==> config.mk <==
export PLATFORM = sky130hd
export DESIGN_NAME = activation_pipe
export DESIGN_NICKNAME = d
export VERILOG_FILES = /design/src/rtl/activation_pipe.sv
export SDC_FILE = /design/constraint.sdc
export NUM_CORES = 1
export LEC_CHECK = 0
export BUFFER_PORTS_ARGS = -buffer_cell sky130_fd_sc_hd__buf_2
export CAP_MARGIN = 20
export CORE_UTILIZATION = 45
export DETAILED_ROUTE_END_ITERATION = 7
export PLACE_DENSITY = 0.61
export SYNTH_ARGS = -nofsm -noshare
export SYNTH_HDL_FRONTEND = slang
export SYNTH_SLANG_ARGS = --single-unit
export TNS_END_PERCENT = 30
==> constraint.sdc <==
create_clock -name clk -period 4.9 [get_ports clk]
set_input_delay 0.245 -clock clk [delete_from_list [all_inputs] [get_ports clk]]
set_output_delay 0.245 -clock clk [all_outputs]
set_load 0.02 [all_outputs]
==> src/rtl/activation_pipe.sv <==
// Two-stage valid/ready activation unit: LINEAR, BINARY, SIGMOID, TANH, RELU and LEAKY_RELU per lane.
// Optional lane-saturation counter (sat_count/sat_clear) when ACTIVATION_PIPE_SAT_COUNT_EN is defined.
module activation_pipe #(
  parameter int DATA_SIZE     = 16,
  parameter int SIZE          = 3,
  parameter int ACTIVATE_SIZE = 4,
  parameter int FRAC_BITS     = 8,
  parameter int LEAK_SHIFT    = 3
) (
  input  logic                      clk,
  input  logic                      rst_n,
  input  logic                      in_valid,
  output logic                      in_ready,
  input  logic [DATA_SIZE*SIZE-1:0] in_data,
  input  logic [ACTIVATE_SIZE-1:0]  act,
  output logic                      out_valid,
  input  logic                      out_ready,
  output logic [DATA_SIZE*SIZE-1:0] out_data
`ifdef ACTIVATION_PIPE_SAT_COUNT_EN
  ,
  output logic [15:0]               sat_count,
  input  logic                      sat_clear
`endif
);

  localparam int DS  = DATA_SIZE;
  localparam int W   = DATA_SIZE + 2;
  localparam int ONE = 1 << FRAC_BITS;

  localparam logic [ACTIVATE_SIZE-1:0] ACT_BINARY  = ACTIVATE_SIZE'(1);
  localparam logic [ACTIVATE_SIZE-1:0] ACT_SIGMOID = ACTIVATE_SIZE'(2);
  localparam logic [ACTIVATE_SIZE-1:0] ACT_TANH    = ACTIVATE_SIZE'(3);
  localparam logic [ACTIVATE_SIZE-1:0] ACT_RELU    = ACTIVATE_SIZE'(4);
  localparam logic [ACTIVATE_SIZE-1:0] ACT_LEAKY   = ACTIVATE_SIZE'(5);

  localparam logic signed [DS-1:0] MAX_D = {1'b0, {(DS-1){1'b1}}};
  localparam logic signed [DS-1:0] MIN_D = {1'b1, {(DS-1){1'b0}}};
  localparam logic signed [W-1:0]  MAX_W = {2'b00, MAX_D};
  localparam logic signed [W-1:0]  MIN_W = {2'b11, MIN_D};

  // Sigmoid breakpoints (5.0, 2.375, 1.0) and offsets (0.84375, 0.625, 0.5), truncated
  localparam logic [DS-1:0]       T_SAT = DS'(5 * ONE);
  localparam logic [DS-1:0]       T_HI  = DS'((19 * ONE) / 8);
  localparam logic [DS-1:0]       T_MID = DS'(ONE);
  localparam logic signed [W-1:0] ONE_W = W'(ONE);
  localparam logic signed [W-1:0] C_HI  = W'((27 * ONE) / 32);
  localparam logic signed [W-1:0] C_MID = W'((5 * ONE) / 8);
  localparam logic signed [W-1:0] C_LO  = W'(ONE / 2);

  typedef struct packed {
    logic          neg;
    logic [1:0]    seg;
    logic [DS-1:0] mag;
  } pre_t;

  function automatic logic signed [DS-1:0] dbl_sat(input logic signed [DS-1:0] x);
    if (x[DS-1] ^ x[DS-2]) return x[DS-1] ? MIN_D : MAX_D;
    return x <<< 1;
  endfunction

  function automatic pre_t pre_lane(input logic signed [DS-1:0] x, input logic is_tanh);
    pre_t p;
    logic signed [DS-1:0] z;
    z = is_tanh ? dbl_sat(x) : x;
    p.neg = z[DS-1];
    p.mag = (z == MIN_D) ? MAX_D : (p.neg ? -z : z);
    if (p.mag >= T_SAT)      p.seg = 2'd3;
    else if (p.mag >= T_HI)  p.seg = 2'd2;
    else if (p.mag >= T_MID) p.seg = 2'd1;
    else                     p.seg = 2'd0;
    return p;
  endfunction

  function automatic logic signed [W-1:0] sigmoid(input pre_t p);
    logic signed [W-1:0] a;
    logic signed [W-1:0] r;
    a = {2'b00, p.mag};
    case (p.seg)
      2'd3:    r = ONE_W;
      2'd2:    r = (a >>> 5) + C_HI;
      2'd1:    r = (a >>> 3) + C_MID;
      default: r = (a >>> 2) + C_LO;
    endcase
    return p.neg ? ONE_W - r : r;
  endfunction

  function automatic logic signed [W-1:0] lane_y(input logic signed [DS-1:0] x,
                                                 input logic [ACTIVATE_SIZE-1:0] mode,
                                                 input pre_t p);
    logic signed [W-1:0] xw;
    logic signed [W-1:0] s;
    logic signed [W-1:0] y;
    xw = W'(x);
    s  = sigmoid(p);
    case (mode)
      ACT_BINARY:  y = p.neg ? '0 : ONE_W;
      ACT_SIGMOID: y = s;
      ACT_TANH:    y = (s <<< 1) - ONE_W;
      ACT_RELU:    y = p.neg ? '0 : xw;
      ACT_LEAKY:   y = p.neg ? (xw >>> LEAK_SHIFT) : xw;
      default:     y = xw;
    endcase
    return y;
  endfunction

  function automatic logic [DS-1:0] clamp(input logic signed [W-1:0] y);
    if (y > MAX_W) return MAX_D;
    if (y < MIN_W) return MIN_D;
    return y[DS-1:0];
  endfunction

  logic                     s1_valid;
  logic                     s2_valid;
  logic [ACTIVATE_SIZE-1:0] s1_act;
  logic [DS-1:0]            s1_x   [SIZE];
  pre_t                     s1_pre [SIZE];
  logic [DS*SIZE-1:0]       nxt_data;
  logic signed [W-1:0]      y_w    [SIZE];
  logic                     adv1;
  logic                     adv2;

  assign adv2      = !s2_valid || out_ready;
  assign adv1      = !s1_valid || adv2;
  assign in_ready  = adv1;
  assign out_valid = s2_valid;

  always_ff @(posedge clk or negedge rst_n) begin
    if (!rst_n) begin
      s1_valid <= 1'b0;
      s1_act   <= '0;
      for (int i = 0; i < SIZE; i++) begin
        s1_x[i]   <= '0;
        s1_pre[i] <= '0;
      end
    end else if (adv1) begin
      s1_valid <= in_valid;
      if (in_valid) begin
        s1_act <= act;
        for (int i = 0; i < SIZE; i++) begin
          s1_x[i]   <= in_data[(SIZE-i)*DS-1 -: DS];
          s1_pre[i] <= pre_lane(in_data[(SIZE-i)*DS-1 -: DS], act == ACT_TANH);
        end
      end
    end
  end

  always_comb begin
    nxt_data = '0;
    for (int i = 0; i < SIZE; i++) begin
      y_w[i] = lane_y(s1_x[i], s1_act, s1_pre[i]);
      nxt_data[(SIZE-i)*DS-1 -: DS] = clamp(y_w[i]);
    end
  end

  always_ff @(posedge clk or negedge rst_n) begin
    if (!rst_n) begin
      s2_valid <= 1'b0;
      out_data <= '0;
    end else if (adv2) begin
      s2_valid <= s1_valid;
      if (s1_valid) out_data <= nxt_data;
    end
  end

`ifdef ACTIVATION_PIPE_SAT_COUNT_EN
  logic [SIZE-1:0] s1_tsat;
  logic [SIZE-1:0] clip_mask;
  logic [SIZE-1:0] s2_clip;
  logic [16:0]     clip_cnt;
  logic [16:0]     sat_sum;

  always_ff @(posedge clk or negedge rst_n) begin
    if (!rst_n) begin
      s1_tsat <= '0;
    end else if (adv1 && in_valid) begin
      for (int i = 0; i < SIZE; i++)
        s1_tsat[i] <= (act == ACT_TANH) &&
                      (in_data[(SIZE-i)*DS-1] ^ in_data[(SIZE-i)*DS-2]);
    end
  end

  always_comb begin
    clip_mask = '0;
    for (int i = 0; i < SIZE; i++)
      clip_mask[i] = (y_w[i] > MAX_W) || (y_w[i] < MIN_W) || s1_tsat[i];
  end

  always_ff @(posedge clk or negedge rst_n) begin
    if (!rst_n)                  s2_clip <= '0;
    else if (adv2 && s1_valid)   s2_clip <= clip_mask;
  end

  always_comb begin
    clip_cnt = '0;
    for (int i = 0; i < SIZE; i++) clip_cnt = clip_cnt + 17'(s2_clip[i]);
    sat_sum = {1'b0, sat_count} + clip_cnt;
  end

  // Sticks at 0xFFFF rather than wrapping
  always_ff @(posedge clk or negedge rst_n) begin
    if (!rst_n)                      sat_count <= '0;
    else if (sat_clear)              sat_count <= '0;
    else if (out_valid && out_ready) sat_count <= sat_sum[16] ? 16'hFFFF : sat_sum[15:0];
  end
`endif

endmodule
* After elaboration in Yosys (flattened, before gate mapping)
Cells that the tools add are included.
** Word-level totals
- Register bits :: 159
- Input bits :: 56
- Output and inout port bits :: 50
- Logic and storage cells :: 157
** Cells by class
- Add/sub/neg operators :: 18
- Magnitude comparators :: 15
- Equality and inequality tests :: 18
- Muxes and demuxes :: 81
- Bitwise logic cells :: 3
- Reduce and logical (&&, ||, !) cells :: 6
** Operators by type and width (count)
- 16-bit 2-to-1 mux :: 36
- 18-bit case mux with 5 select lines :: 3
- 15-bit case mux with 3 select lines :: 3
- 18-bit 2-to-1 mux :: 6
- 18-bit by 16-bit > comparator with 1-bit output (second input constant) :: 3
- 18-bit by 16-bit less-than comparator with 1-bit output (second input constant) :: 3
- 10-bit by 18-bit subtractor with 18-bit output (first input constant) :: 3
- 18-bit by 10-bit subtractor with 18-bit output (second input constant) :: 3
- 16-bit == test (second input constant) :: 3
- 16-bit by 10-bit >= comparator with 1-bit output (second input constant) :: 3
- 16-bit by 11-bit >= comparator with 1-bit output (second input constant) :: 3
- 16-bit by 9-bit >= comparator with 1-bit output (second input constant) :: 3
- 16-bit negator :: 3
- 14-bit by 8-bit adder with 15-bit output (second input constant) :: 3
- 15-bit 2-to-1 mux :: 3
- 13-bit by 8-bit adder with 14-bit output (second input constant) :: 3
- 11-bit by 8-bit adder with 12-bit output (second input constant) :: 3
- 9-bit 2-to-1 mux :: 3
- 1-bit 2-to-1 mux :: 21
- 2-bit == test (second input constant) :: 6
- 4-bit by 2-bit == test with 1-bit output (second input constant) :: 3
- 2-bit 2-to-1 mux :: 6
- 4-bit by 3-bit == test with 1-bit output (second input constant) :: 2
- 2-bit by 1-bit == test with 1-bit output (second input constant) :: 3
- 5 further kinds :: 10

* Depth between registers and ports, before layout
Gate-level depths: netlist of the first run.
- Depth after elaboration :: 15
- Gate-level depth with buffers :: 20
- Mapped depth without buffers :: 17

* Worst setup path after synthesis of the first run
Ideal clock, no wire load.
- Path kind :: input to register
- Start :: input act[3]
- End :: register s1_pre[54] (netlist bit)
- Library setup time :: 121 ps
- Arrival :: 4351 ps
- Required time :: 4779 ps
- Slack :: 428 ps
- Cell stages on the path :: 17
- Buffers on the path :: 6
- Path through :: nor4bb_1 > clkbuf_1 > clkbuf_1 > clkbuf_1 > buf_1 > clkbuf_1 > mux2i_1 > ha_1 > o21ai_0 > nor4_1 > and3_1 > clkbuf_1 > nor2_1 > o211a_1 > o21ai_0 > nor2_1 > o22a_1
** On the way
- Word-level cells in the longest chain between the ends :: 9
- Elaborated cells on any way between the ends :: 12
- Those cells by class :: add/sub (1); order compare (3); eq/ne (2); mux (6)
** RTL lines
- start, declared :: RTL line 15 : input logic [ACTIVATE_SIZE-1:0] act,
- 4-bit by 2-bit == test with 1-bit output * :: RTL line 141 : s1_pre[i] <= pre_lane(in_data[(SIZE-i)*DS-1 -: DS], act == ACT_TANH);
- 16-bit 2-to-1 mux * :: RTL line 64 : z = is_tanh ? dbl_sat(x) : x;
- 16-bit negator :: RTL line 66 : p.mag = (z == MIN_D) ? MAX_D : (p.neg ? -z : z);
- 16-bit 2-to-1 mux :: RTL line 66
- 16-bit 2-to-1 mux * :: RTL line 66
- 16-bit by 9-bit >= comparator with 1-bit output :: RTL line 69 : else if (p.mag >= T_MID) p.seg = 2'd1;
- 1-bit 2-to-1 mux :: RTL line 69
- 2-bit 2-to-1 mux :: RTL line 68 : else if (p.mag >= T_HI) p.seg = 2'd2;
- 2-bit 2-to-1 mux * :: RTL line 67 : if (p.mag >= T_SAT) p.seg = 2'd3;
- end signal, assigned by index :: RTL line 141
- end, declared :: RTL line 116 : pre_t s1_pre [SIZE];
Mark *: on every way between the ends. The rest lies on a longest branch, timed or not.
A chain may end at the register's enable or synchronous reset.

* Final worst setup path of the first run
- Start :: register s1_pre[28] (netlist bit)
- End :: register out_data[28]
** On the way
- Word-level cells in the longest chain between the ends :: 11
- Elaborated cells on any way between the ends :: 16
- Those cells by class :: add/sub (5); order compare (2); mux (9)
** RTL lines
- 14-bit by 8-bit adder with 15-bit output (tied with other cells) :: RTL line 82 : default: r = (a >>> 2) + C_LO;
- 15-bit case mux with 3 select lines * :: RTL line 78 : case (p.seg)
- 10-bit by 18-bit subtractor with 18-bit output :: RTL line 84 : return p.neg ? ONE_W - r : r;
- 18-bit 2-to-1 mux * :: RTL line 84
- 18-bit by 10-bit subtractor with 18-bit output :: RTL line 98 : ACT_TANH: y = (s <<< 1) - ONE_W;
- 18-bit case mux with 5 select lines * :: RTL line 95 : case (mode)
- 18-bit by 16-bit less-than comparator with 1-bit output :: RTL line 108 : if (y < MIN_W) return MIN_D;
- 1-bit 2-to-1 mux (2 in series) :: RTL line 108
- 16-bit 2-to-1 mux :: RTL line 109 : return y[DS-1:0];
- 16-bit 2-to-1 mux * :: RTL line 108
- end signal, assigned :: RTL line 161 : if (s1_valid) out_data <= nxt_data;
- end, declared :: RTL line 18 : output logic [DATA_SIZE*SIZE-1:0] out_data
Mark *: on every way between the ends. The rest lies on a longest branch, timed or not. The select of a mux whose other input is x is not followed.

==> results of run 1 <==
==> sequential cells by signal (all words and copies together) (netlist names) <==
| name | flops |
|---|---|
| out_valid | 1 |
| s1_pre | 51 |
| s1_x | 48 |
| out_data | 48 |
| s1_act | 4 |
| s1_valid | 1 |
==> layer usage <==
metal,global-route usage (%),vias up,routed length (um)
met1,41.0,6562,20400
li1,-,6593,-
met3,4.94,34,3420
met2,40.9,512,18500
met5,0,-,8
met4,5.91,2,496
==> cell usage in the layout, fill, tap and decap left out, types with 13 or more instances in the layout <==
cell type  instances
o31ai_1           13
a211oi_1          15
dfrtp_1          152
o22ai_1           27
or3_1             18
nor2b_1           19
xor2_1            45
nand2b_1          34
inv_1             47
nand2_1          273
a222oi_1          20
nor2_1           182
clkbuf_16         17
o22a_1            23
ha_1              33
o21ai_0          170
buf_4             36
nand3b_1          13
nor3_1            26
a21oi_1          137
nand3_1           37
buf_2            104
xnor2_1           65
and3_1            14
a31oi_1           30
mux2i_1           28
==> cell families (layout without fill, tap and decap cells) <==
family          count (synthesis)  in the layout  synth area share [%]
mux                            35             35                  2.67
flops                         153            153                  28.2
buf+inv                       167            224                  5.15
xor+xnor                      110            110                  7.09
compound gates                608            608                  30.3
other cells                     0              8                     0
simple gates                  683            683                  23.6
fa+ha+maj                      33             33                  3.04
==> through the flow <==
step / utilization, % / instance area, um2 / instances / hold WS (ns) / setup slack [ns]
floorplan: - / 13600 / 1789 / -0.0506 / 0.428
global placement: 48.6 / 14400 / 2201 / 0.345 / 0.308
detailed placement: 48.6 / 14400 / 2201 / 0.341 / 0.291
CTS: 50.4 / 14900 / 2234 / 0.0297 / 0.272
finish: 50.6 / 15000 / 2244 / 0.0386 / 0.365
global route: 50.6 / 15000 / 2239 / 0.0418 / 0.0389
==> cell type report <==
cell class,instances,area (um2)
Antenna cell,8,20.0
Inverter,48,180
Sequential cell,153,3830
Clock buffer,18,429
Fill cell,2977,14600
Tap cell,390,488
Multi-Input combinational cell,1469,9090
Timing Repair Buffer,144,852
Clock inverter,14,114
==> power by group through the flow <==
stage	registers [mW]	logic, mW	clock network, mW
floorplan	1.93	1.57	0
global placement	1.87	2.29	0
detailed placement	1.87	2.31	0
CTS	1.85	2.33	1.27
global route	1.90	2.58	1.32
finish	1.86	2.36	1.25
==> worst register-to-register path, stage by stage, from the launching register on <==
cell	delay (ns)
dfrtp_1	0.46
inv_1	0.11
ha_1	0.24
a2111oi_2	0.46
mux2i_1	0.27
o211ai_1	0.24
a41oi_1	0.68
nor2_1	0.09
a221o_1	0.38
a21boi_1	0.17
nor2b_1	0.18
a31oi_1	0.21
nor2_1	0.10
a41oi_2	0.63
o22a_1	0.25
==> worst min path at each step <==
stage | endpoint | depth (start not counted)
2_1_floorplan | out_data[0] | 0
3_3_place_gp | out_data[23] | 1
3_5_place_dp | out_data[28] | 1
4_1_cts | s1_valid | 2
5_1_grt | s1_valid | 2
6_report | s1_valid | 2
==> cells in the mapped netlist, types with 10 or more instances <==
| cell type | instances |
|---|---|
| a211oi_1 | 15 |
| a211oi_2 | 10 |
| a21o_1 | 10 |
| a21oi_1 | 137 |
| a222oi_1 | 20 |
| a31oi_1 | 30 |
| and3_1 | 14 |
| buf_1 | 10 |
| buf_2 | 13 |
| clkbuf_1 | 86 |
| dfrtp_1 | 153 |
| ha_1 | 33 |
| inv_1 | 47 |
| mux2i_1 | 28 |
| nand2_1 | 274 |
| nand2b_1 | 34 |
| nand3_1 | 37 |
| nand3b_1 | 13 |
| nor2_1 | 183 |
| nor2b_1 | 19 |
| nor3_1 | 26 |
| o21a_1 | 12 |
| o21ai_0 | 170 |
| o22a_1 | 23 |
| o22ai_1 | 27 |
| o22ai_2 | 10 |
| o31ai_1 | 13 |
| or3_1 | 18 |
| xnor2_1 | 65 |
| xor2_1 | 45 |
==> timing repair <==
item	CTS	global route
endpoints found under the hold margin	79	0
endpoints found under the setup margin	0	29
resized for setup	0	2
setup buffers	0	2
hold buffers	1	0
==> impl_metrics.py, run 1 <==
metrics = {
    "worst_setup_path": {
        "end_kind": "flip-flop",
        "worstSetupPathDepth": 14,
        "setup.worst_path.end": "out_data[28]",
        "r2r_slack_ns": 0.36,
        "reg2reg_to": "out_data[28]",
        "crit_family": "compound AO/OA/AOI/OAI gates",
        "critical_path.max_stage_delay_ns": 0.68,
        "cp_max_fo": 15,
        "ff2ff_path_depth": 14,
        "arrival_ns": 4.91,
        "cp_common_cell": "nor2_1",
        "regToRegStartpoint": "s1_pre[28]",
        "crit_path_start_kind": "flip-flop",
        "critPathLaunch": "s1_pre[28]",
        "slowest_stage": "a41oi_1",
        "crit_type": "reg -> reg",
        "cp.required_ns": 5.27,
        "crit_buf_inv": 1,
        "path_cells": "inv_1 > ha_1 > a2111oi_2 > mux2i_1 > o211ai_1 > a41oi_1 > nor2_1 > a221o_1 > a21boi_1 > nor2b_1 > a31oi_1 > nor2_1 > a41oi_2 > o22a_1",
    },
    "layout": {
        "nets": 1922,
        "drive_gt1_share_pct": 13.3,
        "area_growth_syn_to_layout_pct": 10.5,
    },
    "global_route": {
        "grt_pass1_wl_um": 67600,
        "grt_max_degree": 82,
        "grt_overflow": 0,
        "track_usage_pct": 27.5,
        "antenna_found_initial": 9,
        "grt_pass1_vias": 12166,
    },
    "run_status": {
        "status": "complete, but fails checks",
        "violations": "design-rule violations",
    },
    "floorplanning": {
        "io-pin-count": 106,
        "die_y_um": 176,
        "coreArea_mm2": 0.0296,
        "start_util_pct": 45.8,
        "die_w_um": 176,
        "die-area_mm2": 0.0309,
        "rows": 63,
    },
    "synthesis": {
        "synth_ff_type": "dfrtp_1",
        "synth_fp_nets": 1878,
        "synth_top_area_share_pct": 28.2,
        "ys_types": 95,
        "async_flop_share_pct": 100,
        "synth_area_mm2": 0.0136,
        "syn_area_per_cell_um2": 7.59,
        "synth_seq_cells": 153,
        "synth_edf_count": 0,
        "synthTopCellsByArea": "dfrtp_1 28%, nand2_1 7.6%, o21ai_0 6.3%",
        "yosys.area.top_type": "dfrtp_1",
        "yosysSeqAreaShare_pct": 28.2,
        "yosysWarnings": 0,
        "syn-instance-count": 1789,
    },
    "min_path": {
        "min_from": "in_valid",
        "hp-class": "in -> reg",
    },
    "pwr": {
        "leakage_nw": 6.32,
        "internal-power_mw": 3.13,
        "p_sw_mw": 2.33,
        "p_total_mw": 5.46,
        "p_comb_share_pct": 43.1,
        "power.share.clock_pct": 22.9,
        "power_frac_seq_pct": 34.0,
        "p_per_area_mw_per_mm2": 364,
        "peakVddDrop_mv": 0.252,
        "netSwitchingFraction_pct": 42.7,
    },
    "cts": {
        "worstSkewPairLatency_ns": 0.44,
        "clock_sinks": 153,
        "clk_pin_slew_ns": 0.08,
        "cts.path.max_buffers": 2,
        "cts_root_buf": "clkbuf_16",
        "cts_tree": "yes",
        "numCtsBuffers": 17,
        "htreeDepth": 4,
    },
    "routing": {
        "drt-vias-per-instance": 6.11,
        "first_pass_iters": 8,
        "initialDrtViolationCount": 1439,
        "wl_per_cell_um": 19.1,
        "drc": 19,
        "drt-total-wl_um": 42800,
        "vias": 13703,
        "ant_nets": 0,
    },
    "sta": {
        "fin_skew_ns": 0.0161,
        "final.period_utilization_pct": 92.6,
        "tns_ns": 0,
        "finalHoldViolCount": 0,
        "worst_slew_pin_slew_ns": 0.987,
        "setup_viol": 0,
        "max_freq_ghz": 0.221,
        "grt_setup_unrepaired": "false",
        "min_period_ns": 4.54,
        "max_slew_margin_pct": 34.2,
        "slew_violations": 0,
    },
    "placement": {
        "place_congestion": 0.915,
        "dp_hpwl_um": 32100,
        "port_buffers": 105,
    },
    "job": {
        "drv_cap": 0,
    },
}
(Power assumes the default switching activity.)
==> run 2, diff against run 1 <==
Settings changed: CORE_UTILIZATION 45 to 50, PLACE_DENSITY 0.61 to 0.66.
==> run 2 against run 1 <==
The flow still finishes with violations (design-rule violations). Flip-flop and latch count stayed put. Die area decreased by 9.9%. Sequential power barely moved. Clock skew decreased by 0.0031 ns. Combinational power about the same. Fmax decreased by 1.3%. Total power is 2.8% higher. Utilization increased by 6.1 points. Sequential share of layout area rose by 0.10 points. Critical endpoint is now out_data[22].
==> impl_metrics.py, run 2 (synthesis results as in run 1) <==
metrics = {
    "cts": {
        "worstSkewPairLatency_ns": 0.44,
        "cts.path.max_buffers": 2,
        "clk_pin_slew_ns": 0.07,
        "htreeDepth": 4,
        "clock_sinks": 153,
        "cts_root_buf": "clkbuf_16",
        "numCtsBuffers": 17,
        "cts_tree": "yes",
    },
    "pwr": {
        "power_frac_seq_pct": 33.3,
        "power.share.clock_pct": 24.9,
        "peakVddDrop_mv": 0.231,
        "p_comb_share_pct": 41.9,
        "netSwitchingFraction_pct": 42.4,
        "leakage_nw": 6.33,
        "internal-power_mw": 3.23,
        "p_per_area_mw_per_mm2": 376,
        "p_total_mw": 5.62,
        "p_sw_mw": 2.38,
    },
    "sta": {
        "worst_slew_pin_slew_ns": 1.04,
        "min_period_ns": 4.59,
        "finalHoldViolCount": 0,
        "fin_skew_ns": 0.0129,
        "max_freq_ghz": 0.218,
        "fin_hold_ws_ns": 0.0539,
        "final.period_utilization_pct": 93.7,
        "max_slew_margin_pct": 30.1,
        "slew_violations": 0,
        "tns_ns": 0,
        "setup_viol": 0,
        "grt_setup_unrepaired": "false",
    },
    "routing": {
        "ant_nets": 0,
        "top_layer": "met4",
        "drc": 27,
        "drt-total-wl_um": 43000,
        "wl_met1_um": 20800,
        "vias": 13724,
        "drt-vias-per-instance": 6.32,
        "wl_met3_um": 4020,
        "initialDrtViolationCount": 1698,
        "wl_per_cell_um": 19.8,
        "first_pass_iters": 8,
        "route.met2.wl_um": 17600,
    },
    "placement": {
        "dp.cells": 2140,
        "port_buffers": 105,
        "place_congestion": 0.971,
        "dp_hpwl_um": 31800,
        "placed_cell_area_mm2": 0.0143,
    },
    "layout": {
        "layout_common_cells": "273 x nand2_1, 182 x nor2_1, 170 x o21ai_0",
        "area_growth_syn_to_layout_pct": 10.1,
        "final_area_mm2": 0.0150,
        "final_common_cell": "nand2_1",
        "largest_reg_flops": 51,
        "largest-register": "s1_pre",
        "diodes": 0,
        "multi_input_area_mm2": 0.00913,
        "reg_top3": "s1_pre: 51 flops, out_data: 48 flops, s1_x: 48 flops",
        "nets": 1914,
        "seqCellArea_mm2": 0.00383,
        "nFillCells": 2502,
        "drive_gt1_share_pct": 13.2,
        "layout.cells.non_filler": 2173,
    },
    "floorplanning": {
        "start_util_pct": 51.5,
        "die_w_um": 167,
        "io-pin-count": 106,
        "rows": 59,
        "coreArea_mm2": 0.0264,
        "die-area_mm2": 0.0278,
        "die_y_um": 167,
    },
    "run_status": {
        "status": "complete, but fails checks",
        "violations": "design-rule violations",
    },
    "worst_setup_path": {
        "end_kind": "flip-flop",
        "cp.required_ns": 5.22,
        "critPathLaunch": "s1_pre[28]",
        "regToRegStartpoint": "s1_pre[28]",
        "cp_max_fo": 12,
        "arrival_ns": 4.92,
        "crit_path_start_kind": "flip-flop",
        "setup.worst_path.end": "out_data[22]",
        "ff2ff_path_depth": 15,
        "crit_type": "reg -> reg",
        "r2r_slack_ns": 0.31,
        "reg2reg_to": "out_data[22]",
    },
    "min_path": {
        "hp-class": "in -> reg",
        "worstHoldPathCells": 3,
    },
    "global_route": {
        "grt_pass1_vias": 12176,
        "grt_overflow": 0,
        "track_usage_pct": 30.7,
        "antenna_found_initial": 0,
        "grt_max_degree": 97,
        "grt_pass1_wl_um": 68200,
    },
    "job": {
        "drv_cap": 0,
    },
}
-- run 2: cell count changes in the layout (fill, tap and decap cells not counted), sizes merged, moves of 2 or more --
cell	previous run	this run
buf	143	135
bufinv	0	2
clkinv	3	5
clkinvlp	6	1
diode	8	0
inv	53	55
-- run 2: worst min path at each step --
| stage | startpoint | endpoint | slack (ns) |
|---|---|---|---|
| floorplan | rst_n | out_data[0] | -0.05 |
| CTS | in_data[1] | s1_x[1] | 0.05 |
| finish | in_data[1] | s1_x[1] | 0.05 |
| detailed placement | rst_n | out_data[31] | 0.40 |
| global route | in_valid | s1_valid | 0.07 |
| global placement | rst_n | out_data[25] | 0.40 |
-- run 2: repair_timing --
action / CTS / global route
hold endpoints to repair: 95 / 0
gates resized for setup: 0 / 8
endpoints found under the setup margin: 0 / 44
hold buffers: 1 / 0
setup buffers: 0 / 0
-- run 2: cell type report --
type / count / share of cell area, %
clock buffers: 17 / 2.85
inverters: 48 / 1.21
well taps: 335 / 2.80
repair buffers: 136 / 5.21
flip-flops and latches: 153 / 25.6
clock inverters: 15 / 1.22
multi-input cells: 1469 / 61.1
-- run 2: worst max-delay path, cell delays in order (launching register included) --
cell and delay (ns):
dfrtp_1 0.48, inv_1 0.13, ha_1 0.22, nand2b_1 0.20
a21boi_0 0.26, mux2i_1 0.36, nand2_1 0.31, or4_1 0.58
a221o_1 0.40, a21boi_1 0.18, a41oi_1 0.39, nand2_1 0.12
a21oi_2 0.33, buf_4 0.24, a21oi_1 0.08, o22a_1 0.19
-- run 2: power groups by stage --
| stage | registers (mW) | clock network [mW] | logic, mW |
|---|---|---|---|
| 2_1_floorplan | 1.93 | 0 | 1.57 |
| 3_3_place_gp | 1.87 | 0 | 2.28 |
| 3_5_place_dp | 1.88 | 0 | 2.31 |
| 4_1_cts | 1.86 | 1.41 | 2.32 |
| 5_1_grt | 1.91 | 1.46 | 2.56 |
| 6_report | 1.87 | 1.40 | 2.35 |
-- run 2: through the flow --
stage / util (%) / worst slack [ns]
after floorplan: - / 0.428
after global placement: 54.2 / 0.252
after detailed placement: 54.2 / 0.161
after CTS: 56.5 / 0.136
after global routing: 56.7 / 0.0325
final: 56.7 / 0.307
-- run 2: routing by layer --
metal / GRT usage, % / up-vias
met5: 0 / -
met4: 5.76 / 0
met3: 6.37 / 49
met2: 41.7 / 612
met1: 49.0 / 6507
li1: - / 6556
